--- src/rtl/loader_pkg.sv ---
`default_nettype none
// ============================================================================
//  Module      : loader_pkg
//  Description : Shared types and constants for the front-panel program
//                loader. Optional macro: LOADER_READBACK_EN.
//  Revision    : 1.0 - initial release
// ============================================================================
package loader_pkg;

    localparam int LOADER_ADDR_W = 4;
    localparam int LOADER_DATA_W = 8;
    localparam int LAST_ADDR     = 15;

    typedef enum logic [2:0] {
        ST_IDLE   = 3'd0,
        ST_ARMED  = 3'd1,
        ST_WRITE  = 3'd2,
`ifdef LOADER_READBACK_EN
        ST_VERIFY = 3'd3,
`endif
        ST_DONE   = 3'd4
    } loader_state_e;

endpackage : loader_pkg
`default_nettype wire

--- src/rtl/button_debouncer.sv ---
`default_nettype none
// ============================================================================
//  Module      : button_debouncer
//  Description : 2-FF synchronizer, stable-count debouncer and rising-edge
//                pulse for one raw pushbutton.
//  Revision    : 1.0 - initial release
// ============================================================================
module button_debouncer #(
    parameter int DEBOUNCE_CYCLES = 1000000
) (
    input  logic clk,
    input  logic rst_n,
    input  logic btn_raw,
    output logic btn_level,
    output logic btn_rise
);

    localparam int c_CNT_W = (DEBOUNCE_CYCLES > 1) ? $clog2(DEBOUNCE_CYCLES) : 1;
    localparam logic [c_CNT_W-1:0] c_CNT_LAST = c_CNT_W'(DEBOUNCE_CYCLES - 1);

    logic [1:0]         r_sync;
    logic [c_CNT_W-1:0] r_cnt;
    logic               r_level;
    logic               r_rise;

    // The counter only runs while the synchronized input disagrees with the
    // accepted level; any bounce back to the accepted level restarts it.
    always_ff @(posedge clk) begin
        if (!rst_n) begin
            r_sync  <= 2'b00;
            r_cnt   <= '0;
            r_level <= 1'b0;
            r_rise  <= 1'b0;
        end else begin
            r_sync <= {r_sync[0], btn_raw};
            r_rise <= 1'b0;
            if (r_sync[1] != r_level) begin
                if (r_cnt == c_CNT_LAST) begin
                    r_level <= r_sync[1];
                    r_cnt   <= '0;
                    r_rise  <= r_sync[1];
                end else begin
                    r_cnt <= r_cnt + c_CNT_W'(1);
                end
            end else begin
                r_cnt <= '0;
            end
        end
    end

    assign btn_level = r_level;
    assign btn_rise  = r_rise;

endmodule : button_debouncer
`default_nettype wire

--- src/rtl/program_loader.sv ---
`default_nettype none
// ============================================================================
//  Module      : program_loader
//  Description : Front-panel sequencer driving the 16x8 RAM manual-mode port.
//                Optional macro: LOADER_READBACK_EN (post-write verify).
//  Revision    : 1.0 - initial release
// ============================================================================
module program_loader
    import loader_pkg::*;
#(
    parameter int ADDR_W          = LOADER_ADDR_W,
    parameter int DATA_W          = LOADER_DATA_W,
    parameter int DEBOUNCE_CYCLES = 1000000
) (
    input  logic              clk,
    input  logic              rst_n,
    input  logic              load_enable,
    input  logic              write_btn,
    input  logic              skip_btn,
    input  logic [DATA_W-1:0] data_switches,
    input  logic [DATA_W-1:0] mem_data,
    output logic              manual_mode,
    output logic              manual_read,
    output logic [ADDR_W-1:0] address,
    output logic [DATA_W-1:0] program_switches,
    output logic              load_done,
    output logic              verify_error
);

    loader_state_e     r_state, w_state_nxt;
    logic [ADDR_W-1:0] r_addr, w_addr_nxt;
    logic [DATA_W-1:0] r_data, w_data_nxt;
    logic              r_done, w_done_nxt;
    logic              w_advance;
    logic              w_wr_p, w_sk_p;
    logic              w_wr_level, w_sk_level;
    logic              w_unused;

    button_debouncer #(.DEBOUNCE_CYCLES(DEBOUNCE_CYCLES)) u_wr_db (
        .clk       (clk),
        .rst_n     (rst_n),
        .btn_raw   (write_btn),
        .btn_level (w_wr_level),
        .btn_rise  (w_wr_p)
    );

    button_debouncer #(.DEBOUNCE_CYCLES(DEBOUNCE_CYCLES)) u_sk_db (
        .clk       (clk),
        .rst_n     (rst_n),
        .btn_raw   (skip_btn),
        .btn_level (w_sk_level),
        .btn_rise  (w_sk_p)
    );

    assign w_unused = ^{mem_data, w_wr_level, w_sk_level};

`ifdef LOADER_READBACK_EN
    logic r_verr, w_verr_nxt;
`endif

    always_ff @(posedge clk) begin
        if (!rst_n) begin
            r_state <= ST_IDLE;
        end else begin
            r_state <= w_state_nxt;
        end
    end

    always_ff @(posedge clk) begin
        if (!rst_n) begin
            r_addr <= '0;
            r_data <= '0;
            r_done <= 1'b0;
`ifdef LOADER_READBACK_EN
            r_verr <= 1'b0;
`endif
        end else begin
            r_addr <= w_addr_nxt;
            r_data <= w_data_nxt;
            r_done <= w_done_nxt;
`ifdef LOADER_READBACK_EN
            r_verr <= w_verr_nxt;
`endif
        end
    end

    always_comb begin
        w_state_nxt = r_state;
        w_addr_nxt  = r_addr;
        w_data_nxt  = r_data;
        w_done_nxt  = r_done;
        w_advance   = 1'b0;
`ifdef LOADER_READBACK_EN
        w_verr_nxt  = r_verr;
`endif
        if (!load_enable) begin
            // Dropping program mode aborts everything but keeps addr/data.
            w_state_nxt = ST_IDLE;
        end else begin
            case (r_state)
                ST_IDLE: begin
                    w_state_nxt = ST_ARMED;
                    w_addr_nxt  = '0;
                    w_done_nxt  = 1'b0;
`ifdef LOADER_READBACK_EN
                    w_verr_nxt  = 1'b0;
`endif
                end
                ST_ARMED: begin
                    if (w_wr_p) begin
                        w_data_nxt  = data_switches;
                        w_state_nxt = ST_WRITE;
                    end else if (w_sk_p) begin
                        w_advance = 1'b1;
                    end
                end
                ST_WRITE: begin
`ifdef LOADER_READBACK_EN
                    w_state_nxt = ST_VERIFY;
`else
                    w_advance = 1'b1;
`endif
                end
`ifdef LOADER_READBACK_EN
                ST_VERIFY: begin
                    if (mem_data != r_data) begin
                        w_verr_nxt = 1'b1;
                    end
                    w_advance = 1'b1;
                end
`endif
                ST_DONE: begin
                    w_state_nxt = ST_DONE;
                end
                default: begin
                    w_state_nxt = ST_IDLE;
                end
            endcase

            if (w_advance) begin
                if (r_addr == ADDR_W'(LAST_ADDR)) begin
                    w_state_nxt = ST_DONE;
                    w_done_nxt  = 1'b1;
                end else begin
                    w_addr_nxt  = r_addr + ADDR_W'(1);
                    w_state_nxt = ST_ARMED;
                end
            end
        end
    end

    assign manual_mode      = (r_state != ST_IDLE);
    assign manual_read      = (r_state == ST_WRITE);
    assign address          = r_addr;
    assign program_switches = r_data;
    assign load_done        = r_done;
`ifdef LOADER_READBACK_EN
    assign verify_error     = r_verr;
`else
    assign verify_error     = 1'b0;
`endif

endmodule : program_loader
`default_nettype wire
--- config.mk ---
export PLATFORM = sky130hd
export DESIGN_NAME = program_loader
export DESIGN_NICKNAME = d
export VERILOG_FILES = /design/src/rtl/loader_pkg.sv /design/src/rtl/button_debouncer.sv /design/src/rtl/program_loader.sv
export SDC_FILE = /design/constraint.sdc
export NUM_CORES = 1
export LEC_CHECK = 0
export ABC_AREA = 1
export BUFFER_PORTS_ARGS = -buffer_cell sky130_fd_sc_hd__buf_2
export CORE_MARGIN = 2
export CORE_UTILIZATION = 40
export DETAILED_ROUTE_END_ITERATION = 6
export GPL_ROUTABILITY_DRIVEN = 0
export PLACE_DENSITY_LB_ADDON = 0.3
export SYNTH_ARGS = -nofsm -noshare
export SYNTH_HDL_FRONTEND = slang
export SYNTH_HIERARCHICAL = 1
export SYNTH_SLANG_ARGS = --single-unit
--- constraint.sdc ---
create_clock -name clk -period 2.4 [get_ports clk]
set_clock_uncertainty 0.15 [all_clocks]
set_input_delay 0.12 -clock clk [delete_from_list [all_inputs] [get_ports clk]]
set_output_delay 0.12 -clock clk [all_outputs]
set_load 0.01 [all_outputs]
==> flow_metrics.tcl, run 1 <==
set metrics [dict create \
    outcome "finished, final reports clean" \
    p_sw_mw 0.452 \
    hold_violations 0 \
    ys_seq_elements 64 \
    drive_above_1_share_pct 20.4 \
    fin_nets 523 \
    synth_edf_count 0 \
    grt_pass1_wl_mm 11.8 \
    ios 37 \
    arrival_ns 1.82 \
    vias_per_cell 4.77 \
    antenna_left 0 \
    finalSetupTns_ns 0 \
    p_int_mw 1.71 \
    wl_met2_mm 3.08 \
    clock_path_buffers 2 \
    placement.io_buffers 27 \
    synth_area_per_cell_um2 7.21 \
    clkTransAtPathRegs_ns 0.07 \
    grtUsageTotal_pct 16.5 \
    areaGrowthSynthToFinish_pct 17.0 \
    drcViolationCount 0 \
    dp_hpwl_mm 4.79 \
    slowest_delay_ns 0.52 \
    htree_levels 3 \
    synth_cells 454 \
    async_reset_ff_share_pct 0 \
    vdd_drop_max_mv 0.298 \
    rsz0062_at_grt "false" \
    wl_met1_mm 3.16 \
    cp_max_fo 20 \
    dieArea_mm2 0.00892 \
    fill_cells 792 \
    grt_antenna_before_repair 0 \
    start_kind "input pin" \
    cp_top_family "simple AND/OR/NAND/NOR gates" \
    mappedNetlistNets 478 \
    cts_tree "built" \
    combPwrFrac_pct 2.9 \
    die_w_um 94.5 \
    std_cell_rows 32 \
    ys.flop_type "dfxtp_1" \
    clock_latency_ns 0.33 \
    seq_power_share_pct 49.5 \
    cp_num_buf_inv 2 \
    coreArea_mm2 0.00785 \
    power.share.clock_pct 47.6 \
    ys_seq_area_share_pct 39.1 \
    n_antenna_cell 0 \
    hold_path.class "register to register" \
    cpMaxStageDelayCell "dlygate4sd3_1" \
    cts_buffers 9 \
    switching_share_pct 20.9 \
    die_y_um 94.5 \
    grt_pass1_vias 2779 \
    p_per_area_mw_per_mm2 565 \
    setup_viol 0 \
    yosysUniqueCellTypes 32 \
    crit_chain "dlygate4sd3_1, buf_2, nand2_1, nor2_1, nand2_4, nor3_1" \
    post-route-period-util_pct 71.7 \
    yosysTopAreaCell "dfxtp_1" \
    grt_max_degree 21 \
    met3_length_um 265 \
    synthesis.area_mm2 0.00327 \
    firstDrtPassIters 4 \
    highest_layer "met4" \
    cts_root_buf "clkbuf_8" \
    grt_overflow 0 \
    synthTopCellsByArea "dfxtp_1 39%, nand2_1 10%, nor2_1 8.1%" \
    max_freq_mhz 581 \
    cts_sinks 64 \
    synth_common_cells "91 x nand2_1, 71 x nor2_1, 64 x dfxtp_1" \
    wl_per_cell_um 10.8 \
    dr_total_vias 2889 \
    period_needed_ns 1.72 \
    synth_top_area_share_pct 39.1 \
    post_cts_buffers 0 \
    yosys_warnings 6 \
    p_leak_nw 1.37 \
    drtIter0Drc 106 \
    start_util_pct 41.7 \
    synth_most_common_cell "nand2_1" \
    fin_total_pwr_mw 2.16 \
    drv_slew 0 \
    cp.required_ns 2.51 \
    path_class "input pin to register" \
    routed_wl_mm 6.57 \
    cap_violations 0 \
    cp-end-kind "register" \
]
-- worst paths after layout --
path | start | slack, ns | endpoint | cells after the start
setup / recovery | rst_n | 0.68 | u_sk_db/r_cnt[10]$_SDFF_PP0_ | 6
hold / removal | u_sk_db/r_sync[0]$_SDFF_PN0_ | 0.27 | u_sk_db/r_sync[1]$_SDFF_PN0_ | 2
setup reg to reg | u_wr_db/r_cnt[0]$_SDFF_PP0_ | 0.73 | u_wr_db/r_cnt[12]$_SDFF_PP0_ | 6
hold reg to reg | u_sk_db/r_sync[0]$_SDFF_PN0_ | 0.27 | u_sk_db/r_sync[1]$_SDFF_PN0_ | 2
-- repair_timing --
item | 4_1_cts | 5_1_grt
hold endpoints to repair | 14 | 0
resized for setup | 0 | 0
hold buffers | 12 | 0
-- cell type report --
cell class / instances / area, µm² / area share (%)
Tap cell: 102 / 128 / 3.33
Sequential cell: 64 / 1280 / 33.5
Inverter: 51 / 196 / 5.13
Multi-Input combinational cell: 334 / 1740 / 45.4
Clock buffer: 10 / 138 / 3.59
Timing Repair Buffer: 39 / 255 / 6.67
Clock inverter: 6 / 92.6 / 2.42
-- kinds of logic (layout without fill, tap and decap cells) --
| group | after synthesis | after routing | synth area share (%) |
|---|---|---|---|
| compound gates | 44 | 44 | 7.49 |
| xor+xnor | 10 | 10 | 2.68 |
| other cells | 1 | 1 | 0.115 |
| buf+inv | 56 | 106 | 7.76 |
| fa+ha+maj | 3 | 3 | 1.15 |
| flops | 64 | 64 | 39.1 |
| simple gates | 276 | 276 | 41.7 |
-- tightest hold or removal path, delay by kind of cell (launching register included) --
| family | cells | cell delay [ns] |
|---|---|---|
| flip-flops | 1 | 0.31 |
| buffers and inverters | 1 | 0.04 |
| AND/OR/NAND/NOR | 1 | 0.05 |
-- metal layers --
layer | vias to the layer above | global-route usage [%]
li1 | 1551 | -
met1 | 1274 | 20.3
met2 | 58 | 27.7
met3 | 6 | 5.35
met4 | 0 | 4.47
met5 | - | 0
-- registers in the layout, indices dropped and copies added (netlist names) --
signal / count
r_state: 3
load_done: 1
u_wr_db/r_sync: 2
u_wr_db/btn_rise: 1
u_wr_db/r_cnt: 20
u_wr_db/btn_level: 1
u_sk_db/btn_level: 1
u_sk_db/r_cnt: 20
program_switches: 8
u_sk_db/btn_rise: 1
address: 4
u_sk_db/r_sync: 2
-- cells in the final DEF (no fill, tap or decap) --
master and count:
xnor2_1 4, nand2_4 2, a21oi_2 5, clkbuf_8 10
bufinv_16 2, o21ai_0 12, nand2_1 91, nand2_2 8
nand3_1 32, nand4_1 17, nor2_2 22, conb_1 1
nor2_4 4, clkinvlp_4 2, nor3_1 8, a21oi_1 24
nand3_2 7, nor2_1 71, o21bai_1 2, dlygate4sd3_1 12
nand3b_2 2, xor2_1 6, nand3_4 2, and2_1 2
or2_2 3, buf_2 27, inv_2 3, or2_0 4
ha_1 3, a31oi_1 1, clkinv_4 3, inv_1 47
nor3_2 1, dfxtp_1 64
-- metrics by stage --
stage	instances	setup WS (ns)	util [%]	hold slack, ns	area [µm²]
floorplan	454	0.884	-	0.0635	3270
global placement	578	0.768	44.3	0.153	3480
detailed placement	578	0.726	44.3	0.158	3480
CTS	606	0.664	48.8	0.274	3830
global route	606	0.549	48.8	0.309	3830
finish	606	0.680	48.8	0.268	3830
-- power by group through the flow --
stage | clock (mW) | combinational [mW] | sequential [mW]
final | 1.03 | 0.0630 | 1.07
after global routing | 1.12 | 0.0717 | 1.07
after CTS | 1.07 | 0.0631 | 1.07
after detailed placement | 0 | 0.0478 | 1.09
after global placement | 0 | 0.0472 | 1.09
after floorplan | 0 | 0.0350 | 1.09
(Power assumes the default switching activity.)
==> run 2: changes to the inputs <==
clock period = 1.63 ns   (was 2.4 ns; I/O delays follow)
==> run 2 against run 1 <==
Effect of this change: final cell count is 1.7% higher; worst setup slack worse by 0.58 ns; hold slack worse by 0.0044 ns; via count is 3.5% higher; clock power is 46% higher; design area is 2.6% higher; utilization is 1.3 points higher; non-clock buffer count is 10 higher; clock-buffer cell count stayed put; sequential cell count stayed put; critical path type is now register to register.
==> flow_metrics.tcl, run 2 (same netlist as run 1, synthesis figures left out) <==
set metrics [dict create \
    outcome "finished, final reports clean" \
    finalInstanceArea_mm2 0.00393 \
    p_per_area_mw_per_mm2 809 \
    max_freq_mhz 653 \
    drtIter0Drc 129 \
    htree_levels 3 \
    grt_overflow 0 \
    cap_violations 0 \
    p_int_mw 2.51 \
    cts_buffers 9 \
    dieArea_mm2 0.00892 \
    post-route-period-util_pct 93.9 \
    dp_hpwl_mm 4.87 \
    drv_slew 0 \
    final_common_cell "nand2_1" \
    layout_common_cells "91 x nand2_1, 68 x nor2_1, 64 x dfxtp_1" \
    combPwrFrac_pct 3.3 \
    ios 37 \
    path_class "register to register" \
    finalSetupTns_ns 0 \
    hold_path.class "register to register" \
    firstDrtPassIters 4 \
    placement.io_buffers 27 \
    start_util_pct 41.7 \
    power.share.clock_pct 47.1 \
    grt_pass1_vias 2858 \
    std_cell_rows 32 \
    fin_nets 533 \
    period_needed_ns 1.53 \
    n_antenna_cell 0 \
    place_area_mm2 0.00354 \
    dr_total_vias 2991 \
    routed_wl_mm 6.66 \
    coreArea_mm2 0.00785 \
    die_y_um 94.5 \
    vdd_drop_max_mv 0.604 \
    cp_max_fo 5 \
    rsz0062_at_grt "false" \
    setup_viol 0 \
    seq_power_share_pct 49.6 \
    areaGrowthSynthToFinish_pct 20.0 \
    grtUsageTotal_pct 16.8 \
    cts_root_buf "clkbuf_8" \
    clock_latency_ns 0.34 \
    hold_violations 0 \
    switching_share_pct 20.8 \
    grt_antenna_before_repair 0 \
    cts_sinks 64 \
    p_leak_nw 1.42 \
    clkTransAtPathRegs_ns 0.07 \
    drive_above_1_share_pct 22.6 \
    vias_per_cell 4.86 \
    wl_per_cell_um 10.8 \
    highest_layer "met4" \
    wl_met1_mm 3.19 \
    grt_max_degree 19 \
    arrival_ns 1.62 \
    cp-end-kind "register" \
    p_sw_mw 0.662 \
    grt_pass1_wl_mm 12.0 \
    drcViolationCount 0 \
    start_kind "register" \
    wl_met2_mm 3.06 \
    clock_path_buffers 2 \
    die_w_um 94.5 \
    antenna_left 0 \
    cp.required_ns 1.72 \
    cts_tree "built" \
    met3_length_um 302 \
]
[run 2: cell count changes in the layout (fill, tap and decap cells not counted), sizes merged]
| cell | delta |
|---|---|
| dlygate4sd3 | +2 |
| buf | +8 |
| clkinv | +1 |
| clkinvlp | -1 |
[run 2: path summary, 6_finish.rpt]
kind	slack, ns	startpoint	cells after the start	to
worst max-delay path	0.1	u_sk_db/r_cnt[1]$_SDFF_PP0_	7	u_sk_db/r_cnt[18]$_SDFF_PP0_
worst max register to register	0.1	u_sk_db/r_cnt[1]$_SDFF_PP0_	7	u_sk_db/r_cnt[18]$_SDFF_PP0_
worst min-delay path	0.26	u_wr_db/r_sync[0]$_SDFF_PN0_	2	u_wr_db/r_sync[1]$_SDFF_PN0_
worst min register to register	0.26	u_wr_db/r_sync[0]$_SDFF_PN0_	2	u_wr_db/r_sync[1]$_SDFF_PN0_
[run 2: stage by stage]
step / util (%) / setup slack (ns) / total power [mW] / std cells / hold WS [ns]
final: 50.1 / 0.0987 / 3.18 / 616 / 0.263
after global routing: 50.1 / 0.00956 / 3.31 / 616 / 0.281
after CTS: 49.7 / 0.0358 / 3.22 / 616 / 0.264
after detailed placement: 45.1 / 0.0442 / 1.69 / 586 / 0.121
after global placement: 45.1 / 0.0878 / 1.69 / 586 / 0.115
after floorplan: - / 0.114 / 1.66 / 454 / 0.0250
[run 2: layout make-up]
cell class | count | area (µm²)
inverter | 51 | 196
clock inverter | 6 | 82.6
sequential | 64 | 1280
fill | 782 | 3920
multi-input combinational | 334 | 1770
timing repair buffer | 49 | 335
tap | 102 | 128
clock buffer | 10 | 138
[run 2: power groups by stage]
stage / combinational, mW / clock [mW] / sequential (mW)
6_report: 0.105 / 1.50 / 1.57
5_1_grt: 0.117 / 1.61 / 1.57
4_1_cts: 0.103 / 1.54 / 1.57
3_5_place_dp: 0.0765 / 0 / 1.61
3_3_place_gp: 0.0756 / 0 / 1.61
2_1_floorplan: 0.0515 / 0 / 1.61
[run 2: critical path: stages, from the launching register on]
cell and delay [ns]:
dfxtp_1 0.35, ha_2 0.22, nand3_4 0.12, nor2_2 0.14
nand3_2 0.15, buf_4 0.18, nand3_1 0.08, nor2_1 0.04
[run 2: timing repair]
| action | 4_1_cts | 5_1_grt |
|---|---|---|
| endpoints found under the setup margin | 0 | 31 |
| hold endpoints to repair | 21 | 0 |
| hold buffers | 14 | 0 |
| buffers inserted | 0 | 0 |
| resized for setup | 0 | 7 |
[run 2: routing by layer]
layer,vias up,track usage [%]
met3,13,4.87
met5,-,0
met1,1349,20.5
met4,0,7.00
met2,60,27.6
li1,1569,-
==> run 3: changes to the inputs <==
CORE_UTILIZATION = 58   (was 40)
==> run 3 against run 2 <==
Effect of this change: final cell count down 5.5%; total power up 0.37%; first-iteration DRC count up 110%; register-to-register slack worse by 0.03 ns.
==> flow_metrics.tcl, run 3 (same netlist as run 1, synthesis figures left out) <==
set metrics [dict create \
    crit_start "u_sk_db/r_cnt[1]$_SDFF_PP0_" \
    place_area_mm2 0.00348 \
    reg2reg_depth 8 \
    clkTransAtPathRegs_ns 0.07 \
    outcome "finished, final reports clean" \
    drv_slew 0 \
    vdd_drop_max_mv 0.694 \
    setup_viol 0 \
    areaGrowthSynthToFinish_pct 19.4 \
    routed_wl_mm 7.14 \
    placement.io_buffers 27 \
    path_class "register to register" \
    grt_pass1_wl_mm 11.8 \
    wl_per_cell_um 12.3 \
    cts_buffers 9 \
    clock_path_buffers 2 \
    multiInputGateArea_mm2 0.00183 \
    grt_overflow 0 \
    drtIter0Drc 275 \
    std_cell_rows 27 \
    coreArea_mm2 0.00547 \
    register_area_mm2 0.00128 \
    cap_violations 0 \
    worstHoldStart "u_wr_db/r_sync[0]$_SDFF_PN0_" \
    drive_above_1_share_pct 22.5 \
    period_needed_ns 1.57 \
    clock_latency_ns 0.34 \
    max_freq_mhz 639 \
    grt_pass1_vias 2801 \
    reg2reg_to "u_sk_db/r_cnt[18]$_SDFF_PP0_" \
    die_y_um 79.1 \
    tightest_slew_ns 0.546 \
    final_common_cell "nand2_1" \
    dp_hpwl_mm 4.89 \
    reg2reg_from "u_sk_db/r_cnt[1]$_SDFF_PP0_" \
    cts_root_buf "clkbuf_8" \
    n_antenna_cell 0 \
    fin_nets 529 \
    grt_max_degree 19 \
    p_sw_mw 0.670 \
    layout_common_cells "91 x nand2_1, 67 x nor2_1, 64 x dfxtp_1" \
    post_cts_buffers 0 \
    r2r_slack_ns 0.06 \
    cp-end-kind "register" \
    antenna_left 0 \
    dr_total_vias 3059 \
    cp-endpoint "u_sk_db/r_cnt[18]$_SDFF_PP0_" \
    htree_levels 3 \
    drcViolationCount 0 \
    cts_tree "built" \
    grt_antenna_before_repair 0 \
    relSlewSlack_pct 63.6 \
    dp.cells 553 \
    switching_share_pct 21.0 \
    post-route-period-util_pct 96.1 \
    combPwrFrac_pct 3.3 \
    final_cells 582 \
    start_kind "register" \
    finalInstanceArea_mm2 0.00391 \
    arrival_ns 1.65 \
    p_leak_nw 1.40 \
    p_per_area_mw_per_mm2 816 \
    start_util_pct 59.8 \
    ios 37 \
    fill_cells 447 \
    p_int_mw 2.52 \
    hold_path.class "register to register" \
    hold_violations 0 \
    rsz0062_at_grt "true" \
    cp.required_ns 1.72 \
    cts_sinks 64 \
    dieArea_mm2 0.00626 \
    power.share.clock_pct 47.3 \
    vias_per_cell 5.26 \
    cp_max_fo 5 \
    die_w_um 79.1 \
    seq_power_share_pct 49.4 \
    firstDrtPassIters 5 \
    grtUsageTotal_pct 23.5 \
]
## run 3: changes by cell type in the layout (fill, tap and decap cells not counted)
| cell | delta |
|---|---|
| buf_4 | -3 |
| clkbuf_1 | +1 |
| clkinv_2 | -2 |
| clkinvlp_4 | +1 |
| dlygate4sd3_1 | -2 |
| nand2_8 | +1 |
| nand3_2 | -1 |
| nand3_4 | +1 |
| nor2_1 | -1 |
| nor2_2 | -3 |
| nor2_4 | +4 |
| xor2_1 | -1 |
| xor2_2 | +1 |
## run 3: how the worst min path moves through the flow
stage / to / depth (start not counted) / slack, ns
floorplan: u_sk_db/r_sync[0]$_SDFF_PN0_ / 2 / 0.02
global placement: u_sk_db/r_sync[0]$_SDFF_PN0_ / 3 / 0.12
detailed placement: u_sk_db/r_sync[0]$_SDFF_PN0_ / 3 / 0.12
CTS: u_wr_db/r_sync[1]$_SDFF_PN0_ / 2 / 0.27
global route: u_wr_db/r_sync[1]$_SDFF_PN0_ / 2 / 0.29
finish: u_wr_db/r_sync[1]$_SDFF_PN0_ / 2 / 0.27
## run 3: power by group through the flow
stage / clock network [mW] / registers, mW / logic, mW
final: 1.51 / 1.58 / 0.105
after global routing: 1.62 / 1.58 / 0.116
after global placement: 0 / 1.61 / 0.0740
after floorplan: 0 / 1.61 / 0.0515
after detailed placement: 0 / 1.61 / 0.0764
after CTS: 1.54 / 1.57 / 0.0987
## run 3: cell type report
class | instances | area share, %
clock buffer | 11 | 3.62
clock inverter | 5 | 2.05
inverter | 51 | 5.03
multi-input combinational | 335 | 46.7
sequential | 64 | 32.8
tap | 72 | 2.31
timing repair buffer | 44 | 7.49
## run 3: routing by layer
metal	vias up	wire length, µm	track usage (%)
li1	1561	-	-
met3	12	322	7.16
met1	1405	3040	27.8
met2	81	3700	40.7
met4	0	72	7.41
met5	-	0	0
## run 3: through the flow
stage	power [mW]	hold slack (ns)	worst slack (ns)	util (%)	setup TNS, ns
finish	3.19	0.269	0.0642	71.4	0
global route	3.31	0.292	-0.0136	71.4	-0.0312
CTS	3.21	0.271	0.0177	69.8	0
detailed placement	1.69	0.123	-0.00174	63.6	-0.00174
global placement	1.68	0.119	0.0806	63.6	0
floorplan	1.66	0.0250	0.114	-	0
## run 3: worst max-delay path, stage by stage (launching register included)
cell,delay (ns)
dfxtp_1,0.35
ha_2,0.22
nand3_4,0.14
inv_1,0.13
nand2_2,0.10
nor2_1,0.16
nand3_1,0.10
nand3_1,0.08
nor2_1,0.04
## run 3: what timing repair did
action                                 in CTS  in global routing
hold buffers                               12                  0
cloned                                      0                  1
endpoints found under the hold margin      17                  0
setup endpoints to repair                   1                 35
pin swaps                                   0                  2
resized for setup                           1                 14
